File: config.mk
export PLATFORM = sky130hd
export DESIGN_NAME = oled_ssd1351_sink
export DESIGN_NICKNAME = d
export VERILOG_FILES = /design/src/rtl/oled_ssd1351_pkg.sv /design/src/rtl/oled_spi_deser.sv /design/src/rtl/oled_ssd1351_sink.sv
export SDC_FILE = /design/constraint.sdc
export NUM_CORES = 1
export LEC_CHECK = 0
export CAP_MARGIN = 20
export CORE_AREA = 2 2 148 150
export CTS_CLUSTER_DIAMETER = 60
export DETAILED_ROUTE_END_ITERATION = 6
export DIE_AREA = 0 0 150 152
export DONT_BUFFER_PORTS = 1
export SYNTH_ARGS = -nofsm -noshare
export SYNTH_HDL_FRONTEND = slang
export SYNTH_SLANG_ARGS = --single-unit
File: constraint.sdc
create_clock -name clk_i -period 5.2 [get_ports clk_i]
set_clock_uncertainty 0.2 [all_clocks]
set_input_delay 0.26 -clock clk_i [delete_from_list [all_inputs] [get_ports clk_i]]
set_output_delay 0.26 -clock clk_i [all_outputs]
set_load 0.005 [all_outputs]
File: src/rtl/oled_ssd1351_pkg.sv
// Shared opcodes, decoder states and default geometry for the SSD1351 receive model.
package oled_ssd1351_pkg;

  localparam logic [7:0] C_CMD_SET_COL   = 8'h15;
  localparam logic [7:0] C_CMD_SET_ROW   = 8'h75;
  localparam logic [7:0] C_CMD_WRITE_RAM = 8'h5C;

  localparam int C_DEF_X_SIZE     = 128;
  localparam int C_DEF_Y_SIZE     = 128;
  localparam int C_DEF_COLOR_BITS = 16;

  typedef enum logic [2:0] {
    S_IDLE,
    S_SKIP,
    S_COL_ARG0,
    S_COL_ARG1,
    S_ROW_ARG0,
    S_ROW_ARG1,
    S_WRITE
  } state_e;

  typedef struct packed {
    logic       dc;
    logic [7:0] data;
  } spi_byte_t;

endpackage

File: src/rtl/oled_spi_deser.sv
// Oversampling SPI byte receiver: 2-FF synchronisers, spi_clk rise detect, MSB-first shifter.
module oled_spi_deser
  import oled_ssd1351_pkg::*;
(
  input  logic      clk_i,
  input  logic      reset_i,
  input  logic      spi_csn_i,
  input  logic      spi_clk_i,
  input  logic      spi_mosi_i,
  input  logic      spi_dc_i,
  input  logic      spi_resn_i,
  output logic      resn_o,
  output logic      byte_strobe_o,
  output spi_byte_t byte_o
);

  // Bit order in the synchroniser vectors: {resn, dc, mosi, sclk, csn}
  localparam logic [4:0] C_SYNC_RST = 5'b10001;

  logic [4:0] meta_q, sync_q;
  logic       sclk_prev_q;
  logic [2:0] cnt_q, cnt_d;
  logic [7:0] shift_q, shift_d;
  logic       strobe_q, strobe_d;
  spi_byte_t  byte_q, byte_d;

  logic csn_s, sclk_s, mosi_s, dc_s, resn_s, sclk_rise;

  assign csn_s     = sync_q[0];
  assign sclk_s    = sync_q[1];
  assign mosi_s    = sync_q[2];
  assign dc_s      = sync_q[3];
  assign resn_s    = sync_q[4];
  assign sclk_rise = sclk_s & ~sclk_prev_q;

  always_comb begin
    cnt_d    = cnt_q;
    shift_d  = shift_q;
    strobe_d = 1'b0;
    byte_d   = byte_q;
    if (!resn_s || csn_s) begin
      cnt_d = '0;
    end else if (sclk_rise) begin
      shift_d = {shift_q[6:0], mosi_s};
      if (cnt_q == 3'd7) begin
        strobe_d = 1'b1;
        byte_d   = {dc_s, shift_d};
        cnt_d    = '0;
      end else begin
        cnt_d = cnt_q + 3'd1;
      end
    end
  end

  always_ff @(posedge clk_i) begin
    if (reset_i) begin
      meta_q      <= C_SYNC_RST;
      sync_q      <= C_SYNC_RST;
      sclk_prev_q <= 1'b0;
      cnt_q       <= '0;
      shift_q     <= '0;
      strobe_q    <= 1'b0;
      byte_q      <= '0;
    end else begin
      meta_q      <= {spi_resn_i, spi_dc_i, spi_mosi_i, spi_clk_i, spi_csn_i};
      sync_q      <= meta_q;
      sclk_prev_q <= sclk_s;
      cnt_q       <= cnt_d;
      shift_q     <= shift_d;
      strobe_q    <= strobe_d;
      byte_q      <= byte_d;
    end
  end

  assign resn_o        = resn_s;
  assign byte_strobe_o = strobe_q;
  assign byte_o        = byte_q;

endmodule

File: src/rtl/oled_ssd1351_sink.sv
// SSD1351 SPI sink: decodes column/row window and write-RAM commands into a pixel stream.
module oled_ssd1351_sink
  import oled_ssd1351_pkg::*;
#(
  parameter int c_x_size     = C_DEF_X_SIZE,
  parameter int c_y_size     = C_DEF_Y_SIZE,
  parameter int c_color_bits = C_DEF_COLOR_BITS,
  localparam int XW = $clog2(c_x_size),
  localparam int YW = $clog2(c_y_size)
) (
  input  logic          clk_i,
  input  logic          reset_i,
  input  logic          spi_csn_i,
  input  logic          spi_clk_i,
  input  logic          spi_mosi_i,
  input  logic          spi_dc_i,
  input  logic          spi_resn_i,
  output logic          pixel_valid_o,
  output logic [XW-1:0] pixel_x_o,
  output logic [YW-1:0] pixel_y_o,
  output logic [15:0]   pixel_color_o,
  output logic          cmd_valid_o,
  output logic [7:0]    cmd_byte_o,
  output logic          frame_done_o
);

  localparam logic [XW-1:0] C_COL_END = XW'(c_x_size - 1);
  localparam logic [YW-1:0] C_ROW_END = YW'(c_y_size - 1);

  logic      resn_s, rx_strobe;
  spi_byte_t rx;

  oled_spi_deser u_deser (
    .clk_i        (clk_i),
    .reset_i      (reset_i),
    .spi_csn_i    (spi_csn_i),
    .spi_clk_i    (spi_clk_i),
    .spi_mosi_i   (spi_mosi_i),
    .spi_dc_i     (spi_dc_i),
    .spi_resn_i   (spi_resn_i),
    .resn_o       (resn_s),
    .byte_strobe_o(rx_strobe),
    .byte_o       (rx)
  );

  state_e        state_q, state_d;
  logic [XW-1:0] col_start_q, col_start_d, col_end_q, col_end_d, x_q, x_d;
  logic [YW-1:0] row_start_q, row_start_d, row_end_q, row_end_d, y_q, y_d;
  logic [7:0]    hi_q, hi_d;
  logic          half_q, half_d;

  logic          pv_q, pv_d, cv_q, cv_d, fd_q, fd_d;
  logic [XW-1:0] px_q, px_d;
  logic [YW-1:0] py_q, py_d;
  logic [15:0]   pc_q, pc_d;
  logic [7:0]    cb_q, cb_d;

  always_comb begin
    state_d     = state_q;
    col_start_d = col_start_q;
    col_end_d   = col_end_q;
    row_start_d = row_start_q;
    row_end_d   = row_end_q;
    x_d         = x_q;
    y_d         = y_q;
    hi_d        = hi_q;
    half_d      = half_q;
    pv_d        = 1'b0;
    cv_d        = 1'b0;
    fd_d        = 1'b0;
    px_d        = px_q;
    py_d        = py_q;
    pc_d        = pc_q;
    cb_d        = cb_q;
    if (rx_strobe) begin
      if (!rx.dc) begin
        // Any command drops a half-received pixel or pending argument.
        cv_d   = 1'b1;
        cb_d   = rx.data;
        half_d = 1'b0;
        case (rx.data)
          C_CMD_SET_COL:   state_d = S_COL_ARG0;
          C_CMD_SET_ROW:   state_d = S_ROW_ARG0;
          C_CMD_WRITE_RAM: begin
            state_d = S_WRITE;
            x_d     = col_start_q;
            y_d     = row_start_q;
          end
          default:         state_d = S_SKIP;
        endcase
      end else begin
        case (state_q)
          S_COL_ARG0: begin col_start_d = XW'(rx.data); state_d = S_COL_ARG1; end
          S_COL_ARG1: begin col_end_d   = XW'(rx.data); state_d = S_IDLE;     end
          S_ROW_ARG0: begin row_start_d = YW'(rx.data); state_d = S_ROW_ARG1; end
          S_ROW_ARG1: begin row_end_d   = YW'(rx.data); state_d = S_IDLE;     end
          S_WRITE: begin
            if (c_color_bits == 16 && !half_q) begin
              hi_d   = rx.data;
              half_d = 1'b1;
            end else begin
              pv_d   = 1'b1;
              px_d   = x_q;
              py_d   = y_q;
              pc_d   = (c_color_bits == 16) ? {hi_q, rx.data} : {8'h00, rx.data};
              half_d = 1'b0;
              if (x_q == col_end_q) begin
                x_d = col_start_q;
                if (y_q == row_end_q) begin
                  y_d  = row_start_q;
                  fd_d = 1'b1;
                end else begin
                  y_d = YW'(y_q + 1'b1);
                end
              end else begin
                x_d = XW'(x_q + 1'b1);
              end
            end
          end
          default: ;
        endcase
      end
    end
  end

  // Display reset behaves like block reset, but only once it is synchronised.
  always_ff @(posedge clk_i) begin
    if (reset_i || !resn_s) begin
      state_q     <= S_IDLE;
      col_start_q <= '0;
      col_end_q   <= C_COL_END;
      row_start_q <= '0;
      row_end_q   <= C_ROW_END;
      x_q         <= '0;
      y_q         <= '0;
      hi_q        <= '0;
      half_q      <= 1'b0;
      pv_q        <= 1'b0;
      cv_q        <= 1'b0;
      fd_q        <= 1'b0;
      px_q        <= '0;
      py_q        <= '0;
      pc_q        <= '0;
      cb_q        <= '0;
    end else begin
      state_q     <= state_d;
      col_start_q <= col_start_d;
      col_end_q   <= col_end_d;
      row_start_q <= row_start_d;
      row_end_q   <= row_end_d;
      x_q         <= x_d;
      y_q         <= y_d;
      hi_q        <= hi_d;
      half_q      <= half_d;
      pv_q        <= pv_d;
      cv_q        <= cv_d;
      fd_q        <= fd_d;
      px_q        <= px_d;
      py_q        <= py_d;
      pc_q        <= pc_d;
      cb_q        <= cb_d;
    end
  end

  assign pixel_valid_o = pv_q;
  assign pixel_x_o     = px_q;
  assign pixel_y_o     = py_q;
  assign pixel_color_o = pc_q;
  assign cmd_valid_o   = cv_q;
  assign cmd_byte_o    = cb_q;
  assign frame_done_o  = fd_q;

endmodule

==> impl_metrics.toml <==
[run_status]
run_status = "finished, final reports clean"

[setup_path]
cpMaxStageDelayCell = "and3_1"
cp_cell_sequence = "and3_1 > and3_1 > or2_1 > nand2_2 > o221a_1"
critPathMaxFanout = 18
crit_top_cell = "and3_1"
path_delay_family = "simple AND/OR/NAND/NOR gates"
max_stage_delay_ps = 630
cp.required_ps = 5300
startpoint_type = "flop"
cp.arrival_ps = 2840
cp_num_buf_inv = 0
path_class = "flop to flop"
worstSetupEndpointType = "flop"

[global_route]
antenna_found_initial = 0
grt_max_degree = 42
use_met3_pct = 4.26
grt_pass1_wl_mm = 20.1
grt_util_met1_pct = 15.0
overflow = 0
grtUsageTotal_pct = 11.2
grt_util_met2_pct = 16.2
grt-busiest-layer = "met2"
grt_pass1_vias = 3866

[yosys]
syn-num-nets = 602
synth_cell_types = 52
yosys-top-cells-area = "dfxtp_1 (48%), nand2_1 (8.5%), mux2i_1 (8.4%)"
yosysTopAreaCell = "dfxtp_1"
synth-edff-count = 0
synthMuxAreaShare_pct = 9.10
yosysMostFrequentCell = "dfxtp_1"
synth-seq-cells = 126
synth_fa_ha_area_share_pct = 0.960
synth_xor_area_share_pct = 2.69
syn_area_um2 = 5210
synth_top_area_share_pct = 48.4
synth.top_cells.by_count = "dfxtp_1 (126), nand2_1 (118), a21oi_1 (59), mux2i_1 (44), nor2_1 (43)"
ys_seq_area_share_pct = 48.4
synth_top_family_by_area = "simple AND/OR/NAND/NOR gates"
synth_compound_area_share_pct = 11.7
syn_inst = 591
yosys.area_share.simple_pct = 22.4
synth_flop_cell = "dfxtp_1"
yosys_warnings = 0
synthArstFlopShare_pct = 0
avgSynthCellArea_um2 = 8.82

[route]
drc = 0
wl_per_cell_um = 13.9
vias = 3901
drtAntennaViolNets = 0
vias_per_cell = 4.48
first_iter_violations = 320
drt-total-wl_mm = 12.1
dr.pass1.iters = 5

[place]
portBuffers = 0
gp_congestion = 0.791
dp_hpwl_mm = 7.83

[clocking]
clk_path_buf_depth = 2
cts_resized = 0
clock-sinks = 126
insertion_delay_ps = 420
clkTransAtPathRegs_ps = 60
cts_htree_levels = 4
cts_tree = "built"
cts_inserted_buffers = 17
clockRootBuffer = "clkbuf_16"

[sta]
grt_setup_unrepaired = "no"
relSlewSlack_pct = 36.1
finalHoldViolCount = 0
fin_crit_ps = 2730
slew_violations = 0
setup_viol = 0
fmax_mhz = 366
min_period_over_period_pct = 52.6
worst_slew_pin_slew_ps = 955
fin_setup_tns_ps = 0

[floorplan]
num_rows = 54
fp.dieArea_um2 = 22800
die_w_um = 150
die_h_um = 152
io_pins = 48
coreArea_um2 = 21400
initial_core_util_pct = 24.4

[finish]
nFillCells = 2318
nets = 588
drive_above_1_share_pct = 10.7
syn2layout_area_growth_pct = 16.7
fin_util_pct = 28.5
diodes = 0

[pwr]
leakage_uw = 0.00205
ir_drop_mv = 0.232
p_per_area_nw_per_um2 = 373

[hold_path]
min_path_type = "flop to flop"

[flow_run]
drv_cap = 0
-- timing repair --
action,4_1_cts,5_1_grt
setup buffers,0,0
endpoints found under the hold margin,35,0
hold buffers,6,0
-- worst register-to-register path, cell delays in order (launching register included) --
cell and delay, ps:
dfxtp_1 540, and3_1 450, and3_1 630, or2_1 380
nand2_2 140, o221a_1 280
-- state kept, by name, indices dropped and copies added (netlist names), 3 cells and up --
register         cells
state_q              3
row_end_q            7
col_start_q          7
col_end_q            7
pixel_y_o            7
u_deser.shift_q      7
hi_q                 8
u_deser.sync_q       5
x_q                  7
pixel_color_o       16
y_q                  7
u_deser.cnt_q        3
cmd_byte_o           8
u_deser.byte_o       9
u_deser.meta_q       5
pixel_x_o            7
row_start_q          7
-- area by class of cell --
cell class	instances	area, um^2	share of cell area, %
multi-input cells	414	2450	40.3
clock inverters	14	205	3.37
clock buffers	18	429	7.05
inverters	6	22.5	0.370
well taps	280	350	5.76
repair buffers	12	105	1.73
flip-flops and latches	126	2520	41.5
-- cell families (layout without fill, tap and decap cells) --
group                    count (synthesis)  in the layout
AND/OR/NAND/NOR                        249            249
XOR/XNOR                                16             16
adder cells (fa/ha/maj)                  4              4
flip-flops                             126            126
AO/OA/AOI/OAI                           98             98
buffers and inverters                   51             50
multiplexers                            47             47
-- per-layer routing --
layer | wire, um | share of wire [%]
met3 | 782 | 6.5
met4 | 197 | 1.6
met5 | 0 | 0
met1 | 5860 | 48
met2 | 5280 | 44
-- power by group --
part	internal (uW)	switching (uW)	total, uW	leakage, uW
sequential	969	1.84	971	0.00102
clock	811	454	1260	0.000296
combinational	8.37	21.8	30.2	0.000733
total	1790	477	2270	0.00205
-- through the flow --
step / setup slack (ps) / instance area [um^2] / instances / power (uW) / hold slack [ps]
after floorplan: 3390 / 5210 / 591 / 1010 / 164
after global placement: 2590 / 5390 / 832 / 1020 / 137
after detailed placement: 2480 / 5390 / 832 / 1020 / 138
after CTS: 2460 / 6080 / 870 / 2300 / 218
after global routing: 2240 / 6080 / 870 / 2360 / 239
final: 2470 / 6080 / 870 / 2270 / 211
-- final timing paths --
kind | from | endpoint | slack, ps | cells after the start
setup / recovery | u_deser.byte_o[8] | y_q[2] | 2470 | 5
hold / removal | u_deser.meta_q[0] | u_deser.sync_q[0] | 210 | 1
setup reg to reg | u_deser.byte_o[8] | y_q[2] | 2470 | 5
hold reg to reg | u_deser.meta_q[0] | u_deser.sync_q[0] | 210 | 1
-- layout by cell type (no fill, tap or decap), drive strengths merged, types with 5 or more instances in the layout --
master       Yosys  final
o21ai            9      9
buf             23      6
nand2b           6      6
nor2b           10     10
dlygate4sd3      0      6
and3             5      5
inv              6     11
a211oi           6      6
nand3           31     31
nor2            45     45
nand2          119    119
dfxtp          126    126
mux2i           44     44
clkbuf          22     18
or2              7      7
a21oi           61     61
nor3             9      9
xor2            15     15
(Power assumes the default switching activity.)
